File: src/rtl/tf32_div_seq.sv
// Sequential TF32 divider: restoring division, one quotient bit per clock,
// RNE rounding with saturate-on-overflow and flush-to-+0 on underflow.
module tf32_div_seq #(
  parameter int QBITS = 14
) (
  input  logic        clk,
  input  logic        rst,
  input  logic        in_valid,
  output logic        in_ready,
  input  logic [18:0] operand_A,
  input  logic [18:0] operand_B,
  output logic        out_valid,
  input  logic        out_ready,
  output logic [18:0] result,
  output logic        div_by_zero
);

  typedef enum logic [1:0] {IDLE, DIV, ROUND, DONE} state_t;

  state_t             state, state_nxt;
  logic               sign_q;
  logic signed [9:0]  exp_diff;
  logic [12:0]        rem;
  logic [10:0]        dvsr;
  logic [QBITS-1:0]   q;
  logic [3:0]         cnt;
  logic [18:0]        res_q;
  logic               dz_q;

  logic               a_zero, b_zero, in_sign;
  logic               ge;
  logic [11:0]        diff;

  assign a_zero  = (operand_A[17:10] == 8'd0);
  assign b_zero  = (operand_B[17:10] == 8'd0);
  assign in_sign = operand_A[18] ^ operand_B[18];

  assign ge   = (rem >= {2'b00, dvsr});
  // rem - dvsr < dvsr whenever ge, so 12 bits hold the difference
  assign diff = rem[11:0] - {1'b0, dvsr};

  // Round stage: normalise the quotient, apply RNE, then range-check
  logic [10:0]        mant;
  logic               g, st;
  logic [11:0]        mant_r;
  logic signed [10:0] e_rnd, e_fin;
  logic [9:0]         mant_fin;
  logic [18:0]        round_res;

  always_comb begin
    mant  = q[12:2];
    g     = q[1];
    st    = q[0] | (rem != 13'd0);
    e_rnd = 11'(exp_diff) + 11'sd126;
    if (q[13]) begin
      mant  = q[13:3];
      g     = q[2];
      st    = (|q[1:0]) | (rem != 13'd0);
      e_rnd = 11'(exp_diff) + 11'sd127;
    end
    mant_r   = {1'b0, mant} + {11'd0, g & (mant[0] | st)};
    e_fin    = e_rnd;
    mant_fin = mant_r[9:0];
    if (mant_r[11]) begin
      e_fin    = e_rnd + 11'sd1;
      mant_fin = 10'd0;
    end
    if (e_fin > 11'sd254)
      round_res = {sign_q, 8'd254, 10'h3FF};
    else if (e_fin < 11'sd1)
      round_res = 19'h00000;
    else
      round_res = {sign_q, e_fin[7:0], mant_fin};
  end

  always_comb begin
    state_nxt = state;
    case (state)
      IDLE:  if (in_valid) state_nxt = (a_zero || b_zero) ? DONE : DIV;
      DIV:   if (cnt == 4'd0) state_nxt = ROUND;
      ROUND: state_nxt = DONE;
      DONE:  if (out_ready) state_nxt = IDLE;
      default: state_nxt = IDLE;
    endcase
  end

  always_ff @(posedge clk or posedge rst) begin
    if (rst) state <= IDLE;
    else     state <= state_nxt;
  end

  always_ff @(posedge clk or posedge rst) begin
    if (rst) begin
      sign_q   <= 1'b0;
      exp_diff <= '0;
      rem      <= '0;
      dvsr     <= '0;
      q        <= '0;
      cnt      <= '0;
      res_q    <= '0;
      dz_q     <= 1'b0;
    end else begin
      case (state)
        IDLE: if (in_valid) begin
          sign_q   <= in_sign;
          exp_diff <= $signed({2'b00, operand_A[17:10]}) - $signed({2'b00, operand_B[17:10]});
          rem      <= {2'b00, 1'b1, operand_A[9:0]};
          dvsr     <= {1'b1, operand_B[9:0]};
          q        <= '0;
          cnt      <= 4'd13;
          // Zero divisor wins over zero dividend
          if (b_zero) begin
            res_q <= {in_sign, 8'd254, 10'h3FF};
            dz_q  <= 1'b1;
          end else if (a_zero) begin
            res_q <= 19'h00000;
            dz_q  <= 1'b0;
          end
        end
        DIV: begin
          q   <= {q[QBITS-2:0], ge};
          rem <= ge ? {diff, 1'b0} : {rem[11:0], 1'b0};
          cnt <= cnt - 4'd1;
        end
        ROUND: res_q <= round_res;
        DONE:  if (out_ready) dz_q <= 1'b0;
        default: ;
      endcase
    end
  end

  assign in_ready    = (state == IDLE);
  assign out_valid   = (state == DONE);
  assign result      = res_q;
  assign div_by_zero = dz_q;

endmodule

File: config.mk
export PLATFORM = sky130hd
export DESIGN_NAME = tf32_div_seq
export DESIGN_NICKNAME = d
export VERILOG_FILES = /design/src/rtl/tf32_div_seq.sv
export SDC_FILE = /design/constraint.sdc
export NUM_CORES = 1
export LEC_CHECK = 0
export CAP_MARGIN = 0
export CELL_PAD_IN_SITES_DETAIL_PLACEMENT = 0
export CELL_PAD_IN_SITES_GLOBAL_PLACEMENT = 1
export CORE_MARGIN = 4
export CORE_UTILIZATION = 30
export CTS_BUF_LIST = sky130_fd_sc_hd__clkbuf_8
export DETAILED_ROUTE_END_ITERATION = 16
export GPL_ROUTABILITY_DRIVEN = 1
export PLACE_DENSITY = 0.68
export SLEW_MARGIN = 0
export SYNTH_ARGS = -nofsm -noshare
export SYNTH_HDL_FRONTEND = slang
export SYNTH_SLANG_ARGS = --single-unit
export TNS_END_PERCENT = 30
File: constraint.sdc
create_clock -name clk -period 4.6 [get_ports clk]
set_clock_uncertainty 0.1 [all_clocks]
set_input_delay 0.92 -clock clk [delete_from_list [all_inputs] [get_ports clk]]
set_output_delay 0.92 -clock clk [all_outputs]
set_load 0.02 [all_outputs]
==> summary.md <==
| Metric | Value |
|---|---|
| Outcome | finished, final reports clean |
| Cell taking the most area after synthesis | dfrtp_1 |
| Slew headroom | 0.2516 |
| Final wirelength | 13.60 mm |
| Post-route DRC | 0 |
| Top-area cell type share of the netlist area | 0.3477 |
| Post-CTS setup buffers | 0 |
| NetSw | 2.079 mW |
| Remaining antenna violation count | 0 |
| Antenna diodes | 0 |
| Final #Nets | 758 |
| Final slew viol count | 0 |
| Area grow syn2layout | 19.85% |
| Antenna violations before repair | 0 |
| CTS HTree Levels | 3 |
| Max Cap Viol | 0 |
| Synth area leaders | dfrtp_1 (35%), ha_1 (6.8%), nand2_1 (5.7%) |
| Clk sink count | 74 |
| #FFs+latches synth | 74 |
| P_leak | 2.703 nW |
| Gr ovfl total | 0 |
| Placer congestion estimate | 0.8367 |
| Resized Gates After CTS | 0 |
| Final setup viols | 0 |
| Reg-to-reg critical path endpoint | result[9]$_DFFE_PP0P_ |
| Seq/Total Area, Yosys | 0.3477 |
| Hold Crit Class | flop to flop |
| Avg WL per Cell | 14.86 µm |
| Number of synthesized flops with an enable pin | 0 |
| Unique masters post-synth | 65 |
| Cells after DPL | 899 |
| Highest Clock Rate | 0.2561 GHz |
| Met3 Wirelength | 596 µm |
| Highest Signal Layer | met4 |
| Clock buffer depth | 2 |
| PD cells | 703.2 nW/µm² |
| Tightest Pin Transition | 1.117 ns |
| Period utilisation layout | 0.8490 |
| I/O pin count | 64 |
| Filler cells | 1777 |
| Crit path kind | flop to flop |
| Vias in the first global route | 4510 |
| Die height | 141.2 µm |
| Clk slew on worst S/H paths | 0.07 ns |
| Pin count of the biggest net entering global routing | 40 |
| Syn_nets | 712 |
| VDD IR-drop max | 0.2465 mV |
| Startpoint Class | flop |
| CP Data Arrival Time | 4.01 ns |
| Final std cells w/o fill | 915 |
| Avg Inst Size Synth | 8.334 µm² |
| Yosys warning total | 0 |
| Hold EP | dvsr[10]$_DFFE_PP0P_ |
| Layout cells sized above 1 | 0.08406 |
| Setup slack, reg-to-reg | 0.69 ns |
| PortBufs | 63 |
| Async set-reset flop share out of synthesis | 1.000 |
| Worst-Skew Late Latency | 0.36 ns |
| Via-to-Cell Ratio | 5.059 |
| Detail Placement HPWL | 10.41 mm |
| R2R Path Start | exp_diff[0]$_DFFE_PP0P_ |
| Max FO, Critical Path | 18 |
| Main synth FF type | dfrtp_1 |
| Worst reg2reg path depth | 12 |
| Clock network power share | 0.141 |
| Sequential share of power | 0.268 |
| Crit. Startpoint | exp_diff[0]$_DFFE_PP0P_ |
| Total Die Area | 19950 µm² |
| Switching Share | 0.4631 |
| Critical Path End Type | flop |
| Final setup margin | 0.6948 ns |
| DR vias | 4629 |
| Power after layout | 4.488 mW |
| Clock buffer count from CTS | 9 |
| Final hold violations | 0 |
| First-pass GRT wire length | 23.25 mm |
| Crit path time final | 3.905 ns |
| Mapped Area | 5325 µm² |
| Post-synthesis cell count | 639 |
| Hold Startpoint | dvsr[10]$_DFFE_PP0P_ |
| Hold Path Stages | 2 |
| Post-place setup slack | 0.7364 ns |
| Core Area | 17360 µm² |
| Share of total power in combinational logic | 0.591 |
| Met2 Wirelength | 5.949 mm |
| Floorplan row count | 48 |
| Finished Core Util | 0.3677 |
| TNS Setup | 0 ns |
| Violation count after the first detailed-route iteration | 281 |
| Tot GR Track Use | 0.1429 |
| Critical path required time | 4.71 ns |
| DRT met1 WL | 6.905 mm |
| Initial Util | 0.3068 |
| Die Span X | 141.2 µm |
| CTS tree | yes |
| CTS Hold Bufs | 0 |
| 1st-pass router iterations | 5 |
| RSZ-0062 raised after global routing | false |
| Root Driver | clkbuf_8 |
| Internal power | 2.409 mW |
==> synth_stat cells (8+ instances only) <==
library cell  instances
nand2_1              81
dfrtp_1              74
o21ai_0              57
a21oi_1              49
inv_1                45
nor2_1               44
ha_1                 29
clkbuf_1             25
xnor2_1              23
nand3_1              16
mux2_2               13
nor2b_1              13
nor3_1               13
and3_1               12
nand2b_1             10
nor4_1                9
o21ai_1               9
o31ai_1               8
==> registers in the layout, summed over array words and instances, names as in the netlist <==
signal       flops
dvsr            11
cnt              4
sign_q           1
rem             13
exp_diff         9
q               14
div_by_zero      1
state            2
result          19
==> cells by family (layout without fill, tap and decap cells) <==
group / count (synthesis) / in the layout / synth area share
compound gates: 187 / 187 / 0.2260
xor+xnor: 28 / 28 / 0.04605
fa+ha+maj: 31 / 31 / 0.07566
buf+inv: 79 / 130 / 0.06179
flops: 74 / 74 / 0.3477
mux: 18 / 18 / 0.03689
simple gates: 222 / 222 / 0.2058
==> stage by stage <==
stage / hold WS, ns / cell area [µm²]
final: 0.3564 / 6382
after global routing: 0.3951 / 6382
after CTS: 0.3622 / 6382
after detailed placement: 0.3441 / 6131
after global placement: 0.3375 / 6131
after floorplan: 0.3175 / 5325
==> routing by layer <==
metal,GRT usage,up-vias
met5,0,-
met4,0.03825,0
met3,0.02680,10
met2,0.2165,114
met1,0.2089,2153
li1,-,2352
==> layout make-up <==
cell class,count,area (µm²),area share
clock buffer,11,151.4,0.02372
clock inverter,5,100.1,0.01568
inverter,45,168.9,0.02647
multi-input combinational,486,3153,0.4940
sequential,74,1852,0.2901
tap,225,281.5,0.04411
timing repair buffer,69,675.6,0.1059
==> worst max-delay path, cell delays in order (launching register included) <==
cell	delay (ns)
dfrtp_1	0.45
inv_1	0.10
ha_1	0.33
a21oi_1	0.34
ha_1	0.37
nand2b_1	0.11
a221oi_2	0.34
o2111ai_1	0.20
and3_1	0.26
nor2_1	0.14
a41oi_1	0.16
o21ai_2	0.66
o21ai_0	0.20
==> worst max path at each step <==
stage                     cells after the start  slack [ns]                      to
final                                        12        0.69   result[9]$_DFFE_PP0P_
after global routing                         12        0.13  result[11]$_DFFE_PP0P_
after CTS                                    12        0.69  result[11]$_DFFE_PP0P_
after detailed placement                     12        0.74   result[8]$_DFFE_PP0P_
after global placement                       12        0.89   result[6]$_DFFE_PP0P_
after floorplan                              14        1.30   result[1]$_DFFE_PP0P_
==> cell usage in the layout (no fill, tap or decap), types with 3 or more instances in the layout <==
cell type        netlist  final
a211oi_1               5      5
a21boi_0               3      3
a21o_1                 7      7
a21oi_1               49     49
a22o_1                 5      5
a31oi_1                4      4
and3_1                12     12
buf_4                  0      6
bufinv_16              0      3
clkbuf_8               0     11
clkdlybuf4s50_1        0     63
dfrtp_1               74     74
ha_1                  29     29
inv_1                 45     44
mux2_2                13     13
mux2i_1                5      5
nand2_1               81     81
nand2b_1              10     10
nand3_1               16     16
nand4_1                7      7
nor2_1                44     44
nor2b_1               13     13
nor3_1                13     12
nor4_1                 9      9
o211ai_1               4      4
o21ai_0               57     56
o21ai_1                9      9
o21ai_2                4      5
o221ai_1               3      3
o311a_1                4      4
o31ai_1                8      8
or3_1                  4      4
xnor2_1               23     23
xor2_1                 5      5
==> power by group through the flow <==
stage	sequential [mW]	combinational [mW]	clock, mW
2_1_floorplan	1.16	2.01	0
3_3_place_gp	1.20	2.62	0
3_5_place_dp	1.21	2.66	0
4_1_cts	1.20	2.67	0.653
5_1_grt	1.25	2.99	0.684
6_report	1.20	2.65	0.635
(Power assumes the default switching activity.)
